[src/rtl/ctrl_fsm_if.sv]
// rtl/ctrl_fsm_if.sv - control bundle between the multicycle controller and its datapath
//
// master: controller side (ctrl_fsm) - receives instr/zero/mem_rdy, drives the control lines
// slave : datapath side              - drives instr/zero/mem_rdy, receives the control lines
//   instr[31:0]  current IR contents (opcode [31:26], funct [5:0])
//   zero         ALU equality flag
//   mem_rdy      data-memory ready handshake
//   ir_we, pc_we, npc_sel[1:0], reg_we, reg_dst[1:0], wd_sel[1:0],
//   alu_src, alu_op[2:0], mem_re, mem_we, eop[1:0], state[2:0]
interface ctrl_fsm_if;
    logic [31:0] instr;
    logic        zero;
    logic        mem_rdy;
    logic        ir_we;
    logic        pc_we;
    logic [1:0]  npc_sel;
    logic        reg_we;
    logic [1:0]  reg_dst;
    logic [1:0]  wd_sel;
    logic        alu_src;
    logic [2:0]  alu_op;
    logic        mem_re;
    logic        mem_we;
    logic [1:0]  eop;
    logic [2:0]  state;

    modport master (
        input  instr, zero, mem_rdy,
        output ir_we, pc_we, npc_sel, reg_we, reg_dst, wd_sel,
               alu_src, alu_op, mem_re, mem_we, eop, state
    );

    modport slave (
        output instr, zero, mem_rdy,
        input  ir_we, pc_we, npc_sel, reg_we, reg_dst, wd_sel,
               alu_src, alu_op, mem_re, mem_we, eop, state
    );
endinterface

[src/rtl/ctrl_fsm.sv]
// rtl/ctrl_fsm.sv - multicycle MIPS-subset control FSM (FETCH/DECODE/EXEC/MEM/WB)
//
// Ports:
//   clk    rising-edge system clock
//   reset  asynchronous active-low reset (0 = reset)
//   bus    ctrl_fsm_if.master: instr/zero/mem_rdy in, datapath control lines and debug state out
// The state register is the only storage; every output is decoded from state and instr,
// with zero reaching pc_we only (beq in EXEC).
module ctrl_fsm (
    input  logic       clk,
    input  logic       reset,
    ctrl_fsm_if.master bus
);

    typedef enum logic [2:0] {
        S_FETCH  = 3'd0,
        S_DECODE = 3'd1,
        S_EXEC   = 3'd2,
        S_MEM    = 3'd3,
        S_WB     = 3'd4
    } state_t;

    state_t r_state;
    state_t w_next;

    logic [5:0] w_op;
    logic [5:0] w_funct;
    logic       w_unused_instr;

    logic w_addu, w_subu, w_jr, w_ori, w_lw, w_sw, w_beq, w_lui, w_j, w_jal;
    logic w_rtype;

    logic       w_ir_we, w_pc_we, w_reg_we, w_mem_re, w_mem_we;
    logic [1:0] w_npc_sel, w_reg_dst, w_wd_sel;

    assign w_op           = bus.instr[31:26];
    assign w_funct        = bus.instr[5:0];
    assign w_unused_instr = ^bus.instr[25:6];

    assign w_addu  = (w_op == 6'b000000) && (w_funct == 6'b100001);
    assign w_subu  = (w_op == 6'b000000) && (w_funct == 6'b100011);
    assign w_jr    = (w_op == 6'b000000) && (w_funct == 6'b001000);
    assign w_ori   = (w_op == 6'b001101);
    assign w_lw    = (w_op == 6'b100011);
    assign w_sw    = (w_op == 6'b101011);
    assign w_beq   = (w_op == 6'b000100);
    assign w_lui   = (w_op == 6'b001111);
    assign w_j     = (w_op == 6'b000010);
    assign w_jal   = (w_op == 6'b000011);
    assign w_rtype = w_addu || w_subu;

    always_ff @(posedge clk or negedge reset) begin
        if (!reset) begin
            r_state <= S_FETCH;
        end else begin
            r_state <= w_next;
        end
    end

    always_comb begin
        w_next    = S_FETCH;
        w_ir_we   = 1'b0;
        w_pc_we   = 1'b0;
        w_npc_sel = 2'b00;
        w_reg_we  = 1'b0;
        w_reg_dst = 2'b00;
        w_wd_sel  = 2'b00;
        w_mem_re  = 1'b0;
        w_mem_we  = 1'b0;

        case (r_state)
            S_FETCH: begin
                w_ir_we = 1'b1;
                w_pc_we = 1'b1;
                w_next  = S_DECODE;
            end

            S_DECODE: begin
                if (w_j) begin
                    w_pc_we   = 1'b1;
                    w_npc_sel = 2'b10;
                    w_next    = S_FETCH;
                end else if (w_jal) begin
                    w_pc_we   = 1'b1;
                    w_npc_sel = 2'b10;
                    w_reg_we  = 1'b1;
                    w_reg_dst = 2'b10;
                    w_wd_sel  = 2'b10;
                    w_next    = S_FETCH;
                end else if (w_jr) begin
                    w_pc_we   = 1'b1;
                    w_npc_sel = 2'b11;
                    w_next    = S_FETCH;
                end else if (w_rtype || w_ori || w_lui || w_lw || w_sw || w_beq) begin
                    w_next = S_EXEC;
                end else begin
                    // illegal encoding: drop it without touching any state
                    w_next = S_FETCH;
                end
            end

            S_EXEC: begin
                if (w_beq) begin
                    w_npc_sel = 2'b01;
                    w_pc_we   = bus.zero;
                    w_next    = S_FETCH;
                end else if (w_lw || w_sw) begin
                    w_next = S_MEM;
                end else if (w_rtype || w_ori || w_lui) begin
                    w_next = S_WB;
                end else begin
                    w_next = S_FETCH;
                end
            end

            S_MEM: begin
                // strobe stays up for the whole wait; mem_rdy only steers the exit
                w_mem_re = w_lw;
                w_mem_we = w_sw;
                if (!bus.mem_rdy) begin
                    w_next = S_MEM;
                end else if (w_lw) begin
                    w_next = S_WB;
                end else begin
                    w_next = S_FETCH;
                end
            end

            S_WB: begin
                w_reg_we = 1'b1;
                if (w_rtype) begin
                    w_reg_dst = 2'b01;
                    w_wd_sel  = 2'b00;
                end else if (w_lw) begin
                    w_reg_dst = 2'b00;
                    w_wd_sel  = 2'b01;
                end else begin
                    w_reg_dst = 2'b00;
                    w_wd_sel  = 2'b00;
                end
                w_next = S_FETCH;
            end

            default: begin
                w_next = S_FETCH;
            end
        endcase
    end

    // Enables are gated by reset directly so an abort silences them without waiting for a clock.
    assign bus.ir_we   = reset & w_ir_we;
    assign bus.pc_we   = reset & w_pc_we;
    assign bus.reg_we  = reset & w_reg_we;
    assign bus.mem_re  = reset & w_mem_re;
    assign bus.mem_we  = reset & w_mem_we;
    assign bus.npc_sel = w_npc_sel;
    assign bus.reg_dst = w_reg_dst;
    assign bus.wd_sel  = w_wd_sel;
    assign bus.state   = r_state;

    // Operand select, ALU op and extender mode follow the decode in every state.
    always_comb begin
        bus.alu_src = w_ori || w_lui || w_lw || w_sw;

        bus.alu_op = 3'b000;
        if (w_subu || w_beq) begin
            bus.alu_op = 3'b001;
        end else if (w_ori) begin
            bus.alu_op = 3'b010;
        end

        bus.eop = 2'b00;
        if (w_ori) begin
            bus.eop = 2'b01;
        end else if (w_lui) begin
            bus.eop = 2'b10;
        end else if (w_beq) begin
            bus.eop = 2'b11;
        end
    end

endmodule

[src/flat_wrapper.sv]
// flat-port wrapper written by rule: the top's interface ports become plain ports
module ctrl_fsm_flat 
  (clk, reset, bus_instr, bus_zero, bus_mem_rdy, bus_ir_we, bus_pc_we, bus_npc_sel, bus_reg_we, bus_reg_dst, bus_wd_sel, bus_alu_src, bus_alu_op, bus_mem_re, bus_mem_we, bus_eop, bus_state);
  ctrl_fsm_if bus_i ();
  input  logic clk;
  input  logic reset;
  input wire logic [$bits(bus_i.instr)-1:0] bus_instr;
  input wire logic [$bits(bus_i.zero)-1:0] bus_zero;
  input wire logic [$bits(bus_i.mem_rdy)-1:0] bus_mem_rdy;
  output wire logic [$bits(bus_i.ir_we)-1:0] bus_ir_we;
  output wire logic [$bits(bus_i.pc_we)-1:0] bus_pc_we;
  output wire logic [$bits(bus_i.npc_sel)-1:0] bus_npc_sel;
  output wire logic [$bits(bus_i.reg_we)-1:0] bus_reg_we;
  output wire logic [$bits(bus_i.reg_dst)-1:0] bus_reg_dst;
  output wire logic [$bits(bus_i.wd_sel)-1:0] bus_wd_sel;
  output wire logic [$bits(bus_i.alu_src)-1:0] bus_alu_src;
  output wire logic [$bits(bus_i.alu_op)-1:0] bus_alu_op;
  output wire logic [$bits(bus_i.mem_re)-1:0] bus_mem_re;
  output wire logic [$bits(bus_i.mem_we)-1:0] bus_mem_we;
  output wire logic [$bits(bus_i.eop)-1:0] bus_eop;
  output wire logic [$bits(bus_i.state)-1:0] bus_state;
  assign bus_i.instr = bus_instr;
  assign bus_i.zero = bus_zero;
  assign bus_i.mem_rdy = bus_mem_rdy;
  assign bus_ir_we = bus_i.ir_we;
  assign bus_pc_we = bus_i.pc_we;
  assign bus_npc_sel = bus_i.npc_sel;
  assign bus_reg_we = bus_i.reg_we;
  assign bus_reg_dst = bus_i.reg_dst;
  assign bus_wd_sel = bus_i.wd_sel;
  assign bus_alu_src = bus_i.alu_src;
  assign bus_alu_op = bus_i.alu_op;
  assign bus_mem_re = bus_i.mem_re;
  assign bus_mem_we = bus_i.mem_we;
  assign bus_eop = bus_i.eop;
  assign bus_state = bus_i.state;
  ctrl_fsm u_core (.clk(clk), .reset(reset), .bus(bus_i));
endmodule
[config.mk]
export PLATFORM = sky130hd
export DESIGN_NAME = ctrl_fsm_flat
export DESIGN_NICKNAME = d
export VERILOG_FILES = /design/src/rtl/ctrl_fsm_if.sv /design/src/rtl/ctrl_fsm.sv /design/src/flat_wrapper.sv
export SDC_FILE = /design/constraint.sdc
export NUM_CORES = 1
export LEC_CHECK = 0
export BUFFER_PORTS_ARGS = -buffer_cell sky130_fd_sc_hd__buf_2
export CAP_MARGIN = 20
export CORE_AREA = 2 2 42 44
export DETAILED_ROUTE_END_ITERATION = 10
export DIE_AREA = 0 0 44 46
export PLACE_DENSITY = 0.73
export SLEW_MARGIN = 20
export SYNTH_ARGS = -nofsm -noshare
export SYNTH_HDL_FRONTEND = slang
export SYNTH_SLANG_ARGS = --single-unit
[constraint.sdc]
create_clock -name clk -period 2.3 [get_ports clk]
set_input_delay 0.46 -clock clk [delete_from_list [all_inputs] [get_ports clk]]
set_output_delay 0.46 -clock clk [all_outputs]
set_load 0.05 [all_outputs]
* Word-level counts from Yosys, hierarchy flattened
Cells that the tools add are included.
Operators by class: muxes and demuxes 38, bitwise operators 5, reductions and logical operators 16, equality and inequality tests 14
Operators by type and width (count):
- $eq A6 B6 Y1 const B | 4
- $mux W2 | 12
- $mux W3 | 8
- $eq A6 B4 Y1 const B | 3
- $eq A6 B2 Y1 const B | 2
- $mux W1 | 12
- $pmux W2 S2 | 3
- $pmux W3 S4 | 1
- $logic_or A1 B1 Y1 | 11
- $eq A3 B2 Y1 const B | 2
- $eq A6 B3 Y1 const B | 1
- $logic_not A6 Y1 | 1
- $and A1 B1 Y1 | 5
- $eq A3 B1 Y1 const B | 1
- $eq A3 B3 Y1 const B | 1
- $logic_and A1 B1 Y1 | 3
- $logic_not A3 Y1 | 1
- $pmux W1 S3 | 1
- $pmux W1 S2 | 1
Word-level totals: register bits 3, input port bits 36, output and inout bits 20, logic and storage cells 74

* Logic depth before layout (Yosys ltp)
Gate-level depths: netlist of the first run.
depth in word-level cells 13, depth in mapped cells 5

* Worst setup path before layout of the first run
No wires, ideal clock.
path type input -> output, from input bus_instr[29], to output bus_reg_we, setup slack -1.077 ns, data arrival time 2.917 ns, stages on the path 4, path buffers 1, cell sequence or4_1 -> buf_2 -> nor3b_1 -> o21a_1
On the way: longest elaborated chain between the ends 5, elaborated cells on any way between the ends 6
Ends and longest elaborated chain:
- start: declaration | RTL line flat_wrapper.sv:7 | input wire logic [$bits(bus_i.instr)-1:0] bus_instr;
- $eq A6 B2 Y1 | RTL line ctrl_fsm.sv:49 | assign w_jal = (w_op == 6'b000011);
- $mux W1 | RTL line ctrl_fsm.sv:83 | end else if (w_jal) begin
- $mux W1 * | RTL line ctrl_fsm.sv:79 | if (w_j) begin
- $pmux W1 S2 * | RTL line ctrl_fsm.sv:71 | case (r_state)
- $and A1 B1 Y1 * | RTL line ctrl_fsm.sv:153 | assign bus.reg_we = reset & w_reg_we;
- end: declaration | RTL line flat_wrapper.sv:13 | output wire logic [$bits(bus_i.reg_we)-1:0] bus_reg_we;
Every way passes the cells marked *; elsewhere a longest branch is shown, timed or not.

* Final worst setup path of the first run
from input bus_instr[30], to output bus_reg_we
The elaborated chain is that of the path after synthesis.

==> metrics.txt, run 1 <==
# TYPE chip_impl_metric gauge
chip_impl_info{name="status",value="finished, final reports clean"} 1
chip_impl_metric{name="path_clk_slew",unit="ns"} 0.04
chip_impl_metric{name="antenna_cells",unit=""} 0
chip_impl_metric{name="finalCriticalPeriod",unit="ns"} 2.27
chip_impl_metric{name="cts_buffer_depth",unit=""} 2
chip_impl_metric{name="syn-num-nets",unit=""} 98
chip_impl_metric{name="dp_cells",unit=""} 120
chip_impl_metric{name="first_global_vias",unit=""} 553
chip_impl_metric{name="finClkSkew",unit="ns"} 0.00470
chip_impl_info{name="ys.flop_type",value="sky130_fd_sc_hd__dfrtp_1"} 1
chip_impl_metric{name="floorplan.io_pins",unit=""} 56
chip_impl_info{name="slowest_stage",value="sky130_fd_sc_hd__or4_4"} 1
chip_impl_metric{name="drt_via_density",unit=""} 5.17
chip_impl_metric{name="crit_required",unit="ns"} 1.84
chip_impl_metric{name="flip_flop_count_of_the_largest_register_after_layout",unit=""} 3
chip_impl_metric{name="cts-buffers-inserted",unit=""} 3
chip_impl_metric{name="total_gr_overflow",unit=""} 0
chip_impl_metric{name="first_iter_violations",unit=""} 15
chip_impl_metric{name="drc_errors",unit=""} 0
chip_impl_metric{name="antenna_found_initial",unit=""} 0
chip_impl_metric{name="seqCellArea",unit="um^2"} 75.1
chip_impl_metric{name="clkLatencyLatePin",unit="ns"} 0.24
chip_impl_metric{name="cts_setup_buffers",unit=""} 0
chip_impl_info{name="yosys-top-cells-count",value="5 x sky130_fd_sc_hd__nor2_1, 5 x sky130_fd_sc_hd__nor3_1, 5 x sky130_fd_sc_hd__nor3b_1"} 1
chip_impl_metric{name="fp.coreArea",unit="mm^2"} 0.00161
chip_impl_metric{name="die_y",unit="um"} 46
chip_impl_metric{name="holdBufCountCts",unit=""} 0
chip_impl_metric{name="vdd_ir_drop_max",unit="mV"} 0.446
chip_impl_info{name="worst_setup_path_start_kind",value="input pin"} 1
chip_impl_metric{name="hold_viol_final",unit=""} 0
chip_impl_metric{name="finalMaxSlewViolations",unit=""} 0
chip_impl_metric{name="initial_utilization",unit=""} 0.280
chip_impl_metric{name="total_via_count_after_detailed_routing",unit=""} 641
chip_impl_metric{name="grt_total_usage",unit=""} 0.153
chip_impl_metric{name="maxCapViolations",unit=""} 0
chip_impl_metric{name="cp_slowest_stage_delay",unit="ns"} 0.57
chip_impl_metric{name="core.rowCount",unit=""} 15
chip_impl_metric{name="dieWidth",unit="um"} 44
chip_impl_metric{name="yosysSeqAreaShare",unit=""} 0.166
chip_impl_metric{name="totalNegativeSetupSlack",unit="ns"} 0
chip_impl_metric{name="grt_first_pass_wirelength",unit="mm"} 2.32
chip_impl_metric{name="multiInputGateArea",unit="um^2"} 395
chip_impl_metric{name="power_per_cell_area",unit="mW/mm^2"} 542
chip_impl_metric{name="dieArea",unit="mm^2"} 0.00202
chip_impl_metric{name="post_route_cells_drive_above_1_share",unit=""} 0.607
chip_impl_metric{name="routed_wirelength",unit="mm"} 1.49
chip_impl_metric{name="fin_total_pwr",unit="uW"} 445
chip_impl_info{name="grt_setup_unrepaired",value="yes"} 1
chip_impl_metric{name="static-leakage-power",unit="uW"} 0.000409
chip_impl_info{name="end_kind",value="primary output"} 1
chip_impl_metric{name="synthCells",unit=""} 62
chip_impl_info{name="cp_common_cell",value="sky130_fd_sc_hd__buf_6"} 1
chip_impl_metric{name="seq_cells_post_synth",unit=""} 3
chip_impl_metric{name="fmaxAchievable",unit="MHz"} 440
chip_impl_info{name="critical_path.cell_chain",value="buf_6, or4_4, buf_4, nor3b_4, o21a_1, buf_6"} 1
chip_impl_metric{name="first_pass_iters",unit=""} 4
chip_impl_info{name="timing.hold.worst.class",value="in2async"} 1
chip_impl_metric{name="yosys.area.top_type_share",unit=""} 0.166
chip_impl_metric{name="final.period_utilization",unit=""} 0.988
chip_impl_metric{name="final_net_count",unit=""} 144
chip_impl_metric{name="area_delta_synth_final",unit="%"} 81.7
chip_impl_info{name="yosysTopAreaCell",value="sky130_fd_sc_hd__dfrtp_1"} 1
chip_impl_metric{name="numPortBuffers",unit=""} 34
chip_impl_metric{name="syn_area",unit="um^2"} 452
chip_impl_metric{name="cts.sinks",unit=""} 3
chip_impl_metric{name="grt_max_degree",unit=""} 14
chip_impl_metric{name="routabilityCongestion",unit=""} 0.885
chip_impl_metric{name="finish.cell_count_without_fillers",unit=""} 124
chip_impl_metric{name="avgRoutedWirePerCell",unit="um"} 12.0
chip_impl_metric{name="layout.filler_cells",unit=""} 157
chip_impl_metric{name="cp.arrival",unit="ns"} 1.81
chip_impl_metric{name="syn_avg_cell_area",unit="um^2"} 7.29
chip_impl_info{name="cts_tree",value="built"} 1
chip_impl_metric{name="critical_path_peak_fanout",unit=""} 4
chip_impl_metric{name="asyncSetResetFlopFracSynth",unit=""} 1.00
chip_impl_metric{name="synth-warning-count",unit=""} 0
chip_impl_info{name="synth.area.top_cells",value="sky130_fd_sc_hd__dfrtp_1 17%, sky130_fd_sc_hd__nor3b_1 8.3%, sky130_fd_sc_hd__nor3_1 5.5%, sky130_fd_sc_hd__nor4_4 4.7%, sky130_fd_sc_hd__nor2_1 4.2%"} 1
chip_impl_metric{name="hpwl",unit="mm"} 1.20
chip_impl_metric{name="htree_num_levels",unit=""} 1
chip_impl_metric{name="post_synth_num_cell_types",unit=""} 34
chip_impl_info{name="setup.worst_path.class",value="in2out"} 1
chip_impl_metric{name="setup_viol",unit=""} 0
chip_impl_metric{name="synth-edff-count",unit=""} 0
chip_impl_metric{name="antenna_left",unit=""} 0
chip_impl_info{name="cts.root.buffer_cell",value="sky130_fd_sc_hd__clkbuf_4"} 1
==> metrics by stage <==
stage               hold WS (ns)  setup WS (ns)  area, um^2   util
floorplan                  0.164         -0.377         500      -
global placement           0.280        -0.0444         741  0.459
detailed placement         0.280        -0.0667         741  0.459
CTS                       0.0266        0.00742         787  0.488
global route              0.0160        -0.0131         821  0.509
finish                    0.0289         0.0286         821  0.509
==> where the power goes <==
part           switching [uW]  internal (uW)  total (uW)
clock network            31.2           65.3        96.5
registers                35.8           63.4        99.2
logic                     152           96.5         249
total                     219            225         445
==> kinds of logic (layout without fill, tap and decap cells) <==
| group | after synthesis | count (layout) | share of synthesized area |
|---|---|---|---|
| buffers and inverters | 6 | 51 | 0.0692 |
| DFF | 3 | 3 | 0.166 |
| other | 1 | 1 | 0.00830 |
| AOI/OAI and AO/OA | 12 | 12 | 0.183 |
| and+or+nand+nor | 40 | 40 | 0.573 |
==> metal layers <==
metal / global-route usage / up-vias / routed length [um]
met5: 0 / - / 0
met4: 0.0364 / 0 / 0
li1: - / 320 / -
met2: 0.250 / 28 / 746
met3: 0.0397 / 0 / 100
met1: 0.201 / 293 / 639
==> cell usage in the layout, fill, tap and decap left out, types with 3 or more instances in the layout <==
cell,count
sky130_fd_sc_hd__dfrtp_1,3
sky130_fd_sc_hd__nand2_1,3
sky130_fd_sc_hd__nor2_1,3
sky130_fd_sc_hd__buf_2,26
sky130_fd_sc_hd__buf_6,4
sky130_fd_sc_hd__nor3_1,4
sky130_fd_sc_hd__clkbuf_4,4
sky130_fd_sc_hd__nand3_1,3
sky130_fd_sc_hd__buf_4,13
==> worst max-delay path, delay by kind of cell <==
kind	cells	cell delay (ns)
compound gates	1	0.15
buf+inv	3	0.43
simple gates	2	0.77
==> worst paths after layout <==
check	end	start	slack (ns)	cells past startpoint
max reg2reg	u_core.bus.state[2]	u_core.bus.state[1]	0.58	4
min in group clk	u_core.bus.state[2]	bus_mem_rdy	0.53	3
min reg2reg	u_core.bus.state[0]	u_core.bus.state[2]	0.64	1
max	bus_reg_we	bus_instr[30]	0.03	6
max in group asynchronous	u_core.bus.state[2]	reset	2.13	1
min	u_core.bus.state[0]	reset	0.03	1
==> cell type report <==
type	instances	share of cell area
tap	17	0.0259
multi-input combinational	53	0.482
timing repair buffer	45	0.360
inverter	2	0.00915
sequential	3	0.0915
clock buffer	4	0.0320
==> what timing repair did <==
item                                    4_1_cts  5_1_grt
endpoints found under the setup margin        5        8
resized for setup                             7        9
pin swaps                                     0        3
No activity file was read; power rests on OpenSTA's default activity.
==> run 2, diff against run 1 <==
Settings changed: RECOVER_POWER set to 25.
Clock period 2.3 ns to 2.4 ns, I/O delays scaled along.
==> run 2 against run 1 <==
  * Critical path depth fell by 1
  * Cell count down 1.6%
  * Sequential share of layout area increased by 0.67 points
  * Clock-buffer cell count is the same
  * Routed wire length shrank 3.6%
  * Largest power group unchanged
  * Combinational power down 9.2%
  * Worst setup slack gained 0.0077 ns
  * Highest routed layer is now met4
  * Core utilization down 3.5 points
  * Total power decreased by 8.4%
  * Clock power fell by 8.9%
==> metrics.txt, run 2 (synthesized netlist as in run 1, its figures left out) <==
# TYPE chip_impl_metric gauge
chip_impl_metric{name="post_route_cells_drive_above_1_share",unit=""} 0.543
chip_impl_info{name="critical_path.cell_chain",value="buf_2, or4_4, o32a_2, nor2_4, clkbuf_4"} 1
chip_impl_info{name="critical_path.reg2reg.startpoint",value="u_core.bus.state[1]"} 1
chip_impl_metric{name="finalMaxSlewViolations",unit=""} 0
chip_impl_metric{name="drt_via_density",unit=""} 5.32
chip_impl_metric{name="core.rowCount",unit=""} 15
chip_impl_metric{name="first_pass_iters",unit=""} 4
chip_impl_info{name="layout_commonest_cell",value="sky130_fd_sc_hd__buf_2"} 1
chip_impl_metric{name="cp.arrival",unit="ns"} 1.88
chip_impl_metric{name="dp_cells",unit=""} 117
chip_impl_metric{name="pwr-share-comb",unit=""} 0.555
chip_impl_metric{name="power.net_switching",unit="uW"} 202
chip_impl_metric{name="routabilityCongestion",unit=""} 0.877
chip_impl_metric{name="path_clk_slew",unit="ns"} 0.04
chip_impl_metric{name="total_via_count_after_detailed_routing",unit=""} 649
chip_impl_metric{name="hold_viol_final",unit=""} 0
chip_impl_metric{name="post-route-worst-setup-slack",unit="ns"} 0.0362
chip_impl_metric{name="cts.sinks",unit=""} 3
chip_impl_info{name="cts.root.buffer_cell",value="sky130_fd_sc_hd__clkbuf_4"} 1
chip_impl_info{name="end_kind",value="primary output"} 1
chip_impl_metric{name="power.share.clock",unit=""} 0.216
chip_impl_info{name="status",value="finished, final reports clean"} 1
chip_impl_metric{name="hpwl",unit="mm"} 1.19
chip_impl_metric{name="fp.coreArea",unit="mm^2"} 0.00161
chip_impl_metric{name="multiInputGateArea",unit="um^2"} 384
chip_impl_metric{name="power_per_cell_area",unit="mW/mm^2"} 533
chip_impl_metric{name="first_iter_violations",unit=""} 11
chip_impl_info{name="timing.hold.worst.class",value="in2async"} 1
chip_impl_metric{name="fmaxAchievable",unit="MHz"} 423
chip_impl_metric{name="drc_errors",unit=""} 0
chip_impl_metric{name="final_net_count",unit=""} 142
chip_impl_metric{name="die_y",unit="um"} 46
chip_impl_info{name="layout_common_cells",value="26 x sky130_fd_sc_hd__buf_2, 9 x sky130_fd_sc_hd__buf_4, 5 x sky130_fd_sc_hd__clkbuf_4, 5 x sky130_fd_sc_hd__clkbuf_1, 4 x sky130_fd_sc_hd__nor3_1"} 1
chip_impl_metric{name="critical_path_peak_fanout",unit=""} 4
chip_impl_metric{name="switching_share",unit=""} 0.497
chip_impl_metric{name="avgRoutedWirePerCell",unit="um"} 11.7
chip_impl_info{name="worst_setup_path_start_kind",value="input pin"} 1
chip_impl_metric{name="total_gr_overflow",unit=""} 0
chip_impl_metric{name="setup.reg_to_reg.worst_slack",unit="ns"} 0.74
chip_impl_info{name="slowest_stage",value="sky130_fd_sc_hd__or4_4"} 1
chip_impl_metric{name="dieArea",unit="mm^2"} 0.00202
chip_impl_metric{name="antenna_cells",unit=""} 0
chip_impl_metric{name="area_delta_synth_final",unit="%"} 69.3
chip_impl_metric{name="grt_max_degree",unit=""} 14
chip_impl_metric{name="clkLatencyLatePin",unit="ns"} 0.23
chip_impl_info{name="cts_tree",value="built"} 1
chip_impl_metric{name="layout.core_utilization",unit=""} 0.474
chip_impl_metric{name="cts-buffers-inserted",unit=""} 3
chip_impl_metric{name="setup_viol",unit=""} 0
chip_impl_metric{name="totalNegativeSetupSlack",unit="ns"} 0
chip_impl_metric{name="cp_num_buf_inv",unit=""} 2
chip_impl_metric{name="worst-slew-pin-transition",unit="ns"} 0.588
chip_impl_info{name="regToRegEndpoint",value="u_core.bus.state[2]"} 1
chip_impl_metric{name="antenna_found_initial",unit=""} 0
chip_impl_metric{name="finClkSkew",unit="ns"} 0.000454
chip_impl_metric{name="intPower",unit="uW"} 205
chip_impl_metric{name="crit_required",unit="ns"} 1.92
chip_impl_metric{name="pwr-share-seq",unit=""} 0.229
chip_impl_metric{name="cp_slowest_stage_delay",unit="ns"} 0.57
chip_impl_info{name="grt_setup_unrepaired",value="no"} 1
chip_impl_metric{name="routed_wirelength",unit="mm"} 1.43
chip_impl_metric{name="initial_utilization",unit=""} 0.280
chip_impl_metric{name="finalCriticalPeriod",unit="ns"} 2.36
chip_impl_metric{name="grt_total_usage",unit=""} 0.145
chip_impl_metric{name="antenna_left",unit=""} 0
chip_impl_info{name="timing.critical_path.max_delay_family",value="simple AND/OR/NAND/NOR gates"} 1
chip_impl_metric{name="numPortBuffers",unit=""} 34
chip_impl_metric{name="htree_num_levels",unit=""} 1
chip_impl_metric{name="pre_cts_ws",unit="ns"} -0.00241
chip_impl_metric{name="final.period_utilization",unit=""} 0.985
chip_impl_metric{name="flip_flop_count_of_the_largest_register_after_layout",unit=""} 3
chip_impl_metric{name="vdd_ir_drop_max",unit="mV"} 0.566
chip_impl_metric{name="floorplan.io_pins",unit=""} 56
chip_impl_metric{name="seqCellArea",unit="um^2"} 75.1
chip_impl_metric{name="dieWidth",unit="um"} 44
chip_impl_metric{name="slew-limit-headroom",unit=""} 0.609
chip_impl_metric{name="first_global_vias",unit=""} 555
chip_impl_metric{name="r2r_cells",unit=""} 4
chip_impl_info{name="setup.worst_path.class",value="in2out"} 1
chip_impl_metric{name="grt_first_pass_wirelength",unit="mm"} 2.20
chip_impl_metric{name="static-leakage-power",unit="uW"} 0.000374
chip_impl_metric{name="layout.filler_cells",unit=""} 166
chip_impl_metric{name="maxCapViolations",unit=""} 0
chip_impl_metric{name="fin_worst_hold_slack",unit="ns"} 0.0983
chip_impl_metric{name="cts_buffer_depth",unit=""} 2
chip_impl_metric{name="finish.cell_count_without_fillers",unit=""} 122
[run 2: worst max path at each step]
stage	start	end	cells past startpoint
detailed placement	bus_instr[29]	bus_reg_dst[0]	5
finish	bus_instr[29]	bus_pc_we	5
global route	bus_instr[29]	bus_pc_we	5
floorplan	bus_instr[31]	bus_mem_re	3
CTS	bus_instr[29]	bus_reg_we	6
global placement	bus_instr[29]	bus_pc_we	5
[run 2: worst register-to-register path, stage by stage, from the launching register on]
cell and delay [ns]:
sky130_fd_sc_hd__dfrtp_1 0.48, sky130_fd_sc_hd__inv_1 0.12, sky130_fd_sc_hd__nor2_1 0.20, sky130_fd_sc_hd__or4b_2 0.61
sky130_fd_sc_hd__o32ai_1 0.14
[run 2: what timing repair did]
item,CTS,global route
setup endpoints to repair,1,5
gates resized for setup,1,8
buffers inserted,0,1
cloned,0,0
pin swaps,0,1
hold buffers,0,0
[run 2: cell type report]
cell class | instances | share of cell area
clock buffer | 4 | 0.0344
multi-input combinational | 53 | 0.502
tap | 17 | 0.0278
timing repair buffer | 43 | 0.327
inverter | 2 | 0.00982
sequential | 3 | 0.0982
[run 2: power groups by stage]
stage	Combinational [uW]	Clock, uW	Sequential (uW)
after floorplan	150	0	108
after global placement	222	0	91.8
after detailed placement	225	0	93.8
after CTS	226	92.6	93.0
after global routing	239	96.1	98.4
final	226	87.9	93.3
[run 2: metrics by stage]
step | power [uW] | cell area (um^2)
floorplan | 258 | 500
global placement | 314 | 718
detailed placement | 318 | 718
CTS | 411 | 747
global route | 433 | 764
finish | 407 | 764
[run 2: metal layers]
layer	up-vias	routed length, um	global-route usage
met1	296	607	0.186
met4	0	20	0.0788
met5	-	0	0
met3	4	83	0.0238
met2	26	720	0.232
li1	323	-	-
==> run 3, diff against run 2 <==
Settings changed: CORE_AREA 2 2 42 44 to 2 2 40 42, CTS_CLUSTER_DIAMETER set to 200, DIE_AREA 0 0 44 46 to 0 0 42 44, PLACE_DENSITY 0.73 to 0.8.
Clock period 2.4 ns to 2.8 ns, I/O delays scaled along.
==> run 3 against run 2 <==
  * Routed wire length shrank 0.77%
  * Sequential power shrank 16%
  * Worst setup slack gained 0.047 ns
  * Design area shrank 12%
  * Non-clock buffer count shrank 7
  * Cell count shrank 6.6%
  * First-iteration DRC count grew 110%
  * Sequential share of layout area grew 1.4 points
  * Clock power shrank 12%
  * Combinational power shrank 22%
  * Register-to-register slack gained 0.39 ns
==> metrics.txt, run 3 (synthesized netlist as in run 1, its figures left out) <==
# TYPE chip_impl_metric gauge
chip_impl_info{name="status",value="finished, final reports clean"} 1
chip_impl_metric{name="first_global_vias",unit=""} 572
chip_impl_metric{name="routabilityCongestion",unit=""} 0.915
chip_impl_info{name="crit_path_start",value="bus_instr[29]"} 1
chip_impl_metric{name="fin_total_pwr",unit="uW"} 333
chip_impl_metric{name="static-leakage-power",unit="uW"} 0.000337
chip_impl_metric{name="drt_via_density",unit=""} 5.65
chip_impl_metric{name="clkLatencyLatePin",unit="ns"} 0.24
chip_impl_metric{name="avgRoutedWirePerCell",unit="um"} 12.5
chip_impl_metric{name="pwr-share-seq",unit=""} 0.236
chip_impl_metric{name="floorplan.io_pins",unit=""} 56
chip_impl_metric{name="cts_setup_buffers",unit=""} 0
chip_impl_metric{name="totalNegativeSetupSlack",unit="ns"} 0
chip_impl_info{name="critical_path.reg2reg.startpoint",value="u_core.bus.state[1]"} 1
chip_impl_info{name="setup.worst_path.class",value="in2out"} 1
chip_impl_metric{name="final_net_count",unit=""} 135
chip_impl_metric{name="critical_path_peak_fanout",unit=""} 6
chip_impl_info{name="end_kind",value="primary output"} 1
chip_impl_metric{name="antenna_left",unit=""} 0
chip_impl_metric{name="dp_cells",unit=""} 110
chip_impl_metric{name="path_clk_slew",unit="ns"} 0.03
chip_impl_metric{name="grt_total_usage",unit=""} 0.167
chip_impl_metric{name="drc_errors",unit=""} 0
chip_impl_metric{name="slew-limit-headroom",unit=""} 0.607
chip_impl_info{name="worst_setup_path_start_kind",value="input pin"} 1
chip_impl_metric{name="first_iter_violations",unit=""} 23
chip_impl_metric{name="fmaxAchievable",unit="MHz"} 368
chip_impl_metric{name="finish.cell_count_without_fillers",unit=""} 114
chip_impl_metric{name="power.share.clock",unit=""} 0.232
chip_impl_info{name="layout_common_cells",value="30 x sky130_fd_sc_hd__buf_2, 5 x sky130_fd_sc_hd__nor3_1, 5 x sky130_fd_sc_hd__nor2_1, 5 x sky130_fd_sc_hd__clkbuf_1"} 1
chip_impl_info{name="cts_tree",value="built"} 1
chip_impl_info{name="slowest_stage",value="sky130_fd_sc_hd__or4_1"} 1
chip_impl_info{name="layout_commonest_cell",value="sky130_fd_sc_hd__buf_2"} 1
chip_impl_metric{name="area_delta_synth_final",unit="%"} 48.5
chip_impl_metric{name="total_gr_overflow",unit=""} 0
chip_impl_metric{name="layout.core_utilization",unit=""} 0.473
chip_impl_metric{name="cts.sinks",unit=""} 3
chip_impl_metric{name="core.rowCount",unit=""} 14
chip_impl_metric{name="htree_num_levels",unit=""} 1
chip_impl_metric{name="dieWidth",unit="um"} 42
chip_impl_metric{name="hpwl",unit="mm"} 1.19
chip_impl_metric{name="holdBufCountCts",unit=""} 0
chip_impl_metric{name="flip_flop_count_of_the_largest_register_after_layout",unit=""} 3
chip_impl_metric{name="maxCapViolations",unit=""} 0
chip_impl_metric{name="initial_utilization",unit=""} 0.318
chip_impl_metric{name="worst-slew-pin-transition",unit="ns"} 0.592
chip_impl_metric{name="final.period_utilization",unit=""} 0.970
chip_impl_metric{name="first_pass_iters",unit=""} 5
chip_impl_metric{name="dieArea",unit="mm^2"} 0.00185
chip_impl_info{name="cts.root.buffer_cell",value="sky130_fd_sc_hd__clkbuf_4"} 1
chip_impl_metric{name="finalCriticalPeriod",unit="ns"} 2.72
chip_impl_metric{name="vdd_ir_drop_max",unit="mV"} 0.314
chip_impl_metric{name="antenna_cells",unit=""} 0
chip_impl_metric{name="hold_viol_final",unit=""} 0
chip_impl_info{name="cp_common_cell",value="sky130_fd_sc_hd__buf_2"} 1
chip_impl_metric{name="post-route-worst-setup-slack",unit="ns"} 0.0829
chip_impl_info{name="critical_path.cell_chain",value="buf_2, or4_1, o32a_2, nor2_1, buf_2"} 1
chip_impl_metric{name="die_y",unit="um"} 44
chip_impl_metric{name="cp.arrival",unit="ns"} 2.16
chip_impl_metric{name="post_route_cells_drive_above_1_share",unit=""} 0.459
chip_impl_info{name="timing.hold.worst.class",value="in2async"} 1
chip_impl_metric{name="cts-resized-gates",unit=""} 0
chip_impl_metric{name="antenna_found_initial",unit=""} 0
chip_impl_metric{name="cts_buffer_depth",unit=""} 2
chip_impl_metric{name="power_per_cell_area",unit="mW/mm^2"} 497
chip_impl_metric{name="fp.coreArea",unit="mm^2"} 0.00142
chip_impl_metric{name="numPortBuffers",unit=""} 34
chip_impl_metric{name="pwr-share-comb",unit=""} 0.532
chip_impl_metric{name="cp_slowest_stage_delay",unit="ns"} 0.70
chip_impl_metric{name="finClkSkew",unit="ns"} 0.00156
chip_impl_info{name="grt_setup_unrepaired",value="no"} 1
chip_impl_metric{name="power.net_switching",unit="uW"} 168
chip_impl_metric{name="intPower",unit="uW"} 165
chip_impl_metric{name="setup_viol",unit=""} 0
chip_impl_metric{name="grt_first_pass_wirelength",unit="mm"} 2.33
chip_impl_metric{name="routed_wirelength",unit="mm"} 1.42
chip_impl_metric{name="finalMaxSlewViolations",unit=""} 0
chip_impl_metric{name="grt_max_degree",unit=""} 14
chip_impl_metric{name="cts-buffers-inserted",unit=""} 3
chip_impl_metric{name="total_via_count_after_detailed_routing",unit=""} 644
chip_impl_metric{name="switching_share",unit=""} 0.504
chip_impl_metric{name="pre_cts_ws",unit="ns"} 0.0793
chip_impl_metric{name="crit_required",unit="ns"} 2.24
==> run 3: cell count changes in the layout (fill, tap and decap cells not counted), moves of 2 or more <==
cell | before | now
sky130_fd_sc_hd__buf_2 | 26 | 30
sky130_fd_sc_hd__buf_4 | 9 | 2
sky130_fd_sc_hd__buf_6 | 2 | 0
sky130_fd_sc_hd__clkbuf_4 | 5 | 3
sky130_fd_sc_hd__nor2_1 | 3 | 5
==> run 3: path summary, 6_finish.rpt <==
check	end	slack [ns]	cells past startpoint
worst max-delay path	bus_pc_we	0.08	5
worst min-delay path	u_core.bus.state[1]	0.18	1
worst max register to register	u_core.bus.state[2]	1.13	4
worst min register to register	u_core.bus.state[0]	0.59	1
max in group asynchronous	u_core.bus.state[2]	2.39	1
min in group clk	u_core.bus.state[0]	0.59	1
==> run 3: per-stage QoR <==
step / area [um^2] / hold WS, ns
2_1_floorplan: 468 / 0.264
3_3_place_gp: 649 / 0.376
3_5_place_dp: 649 / 0.381
4_1_cts: 676 / 0.131
5_1_grt: 671 / 0.187
6_report: 671 / 0.179
==> run 3: power groups by stage <==
| stage | clock [uW] | combinational (uW) | sequential [uW] |
|---|---|---|---|
| floorplan | 0 | 118 | 92.0 |
| global placement | 0 | 174 | 76.8 |
| detailed placement | 0 | 178 | 78.7 |
| CTS | 77.6 | 179 | 78.0 |
| global route | 83.5 | 187 | 82.1 |
| finish | 77.3 | 177 | 78.7 |
==> run 3: layout make-up <==
type	instances	area [um^2]
fill	153	748
multi-input combinational	53	362
timing repair buffer	36	180
sequential	3	75.1
clock buffer	4	26.3
tap	16	20.0
inverter	2	7.51
==> run 3: worst max-delay path: cells and delay by family <==
family                 cells  cell delay (ns)
buffers and inverters      2             0.37
AOI/OAI and AO/OA          1             0.44
and+or+nand+nor            2             0.79
==> run 3: metal layers <==
| layer | vias up | GRT usage | share of wire |
|---|---|---|---|
| met5 | - | 0 | 0 |
| met4 | 0 | 0.0968 | 0.015 |
| met3 | 3 | 0.0458 | 0.11 |
| met2 | 44 | 0.297 | 0.50 |
| met1 | 293 | 0.178 | 0.37 |
| li1 | 304 | - | - |
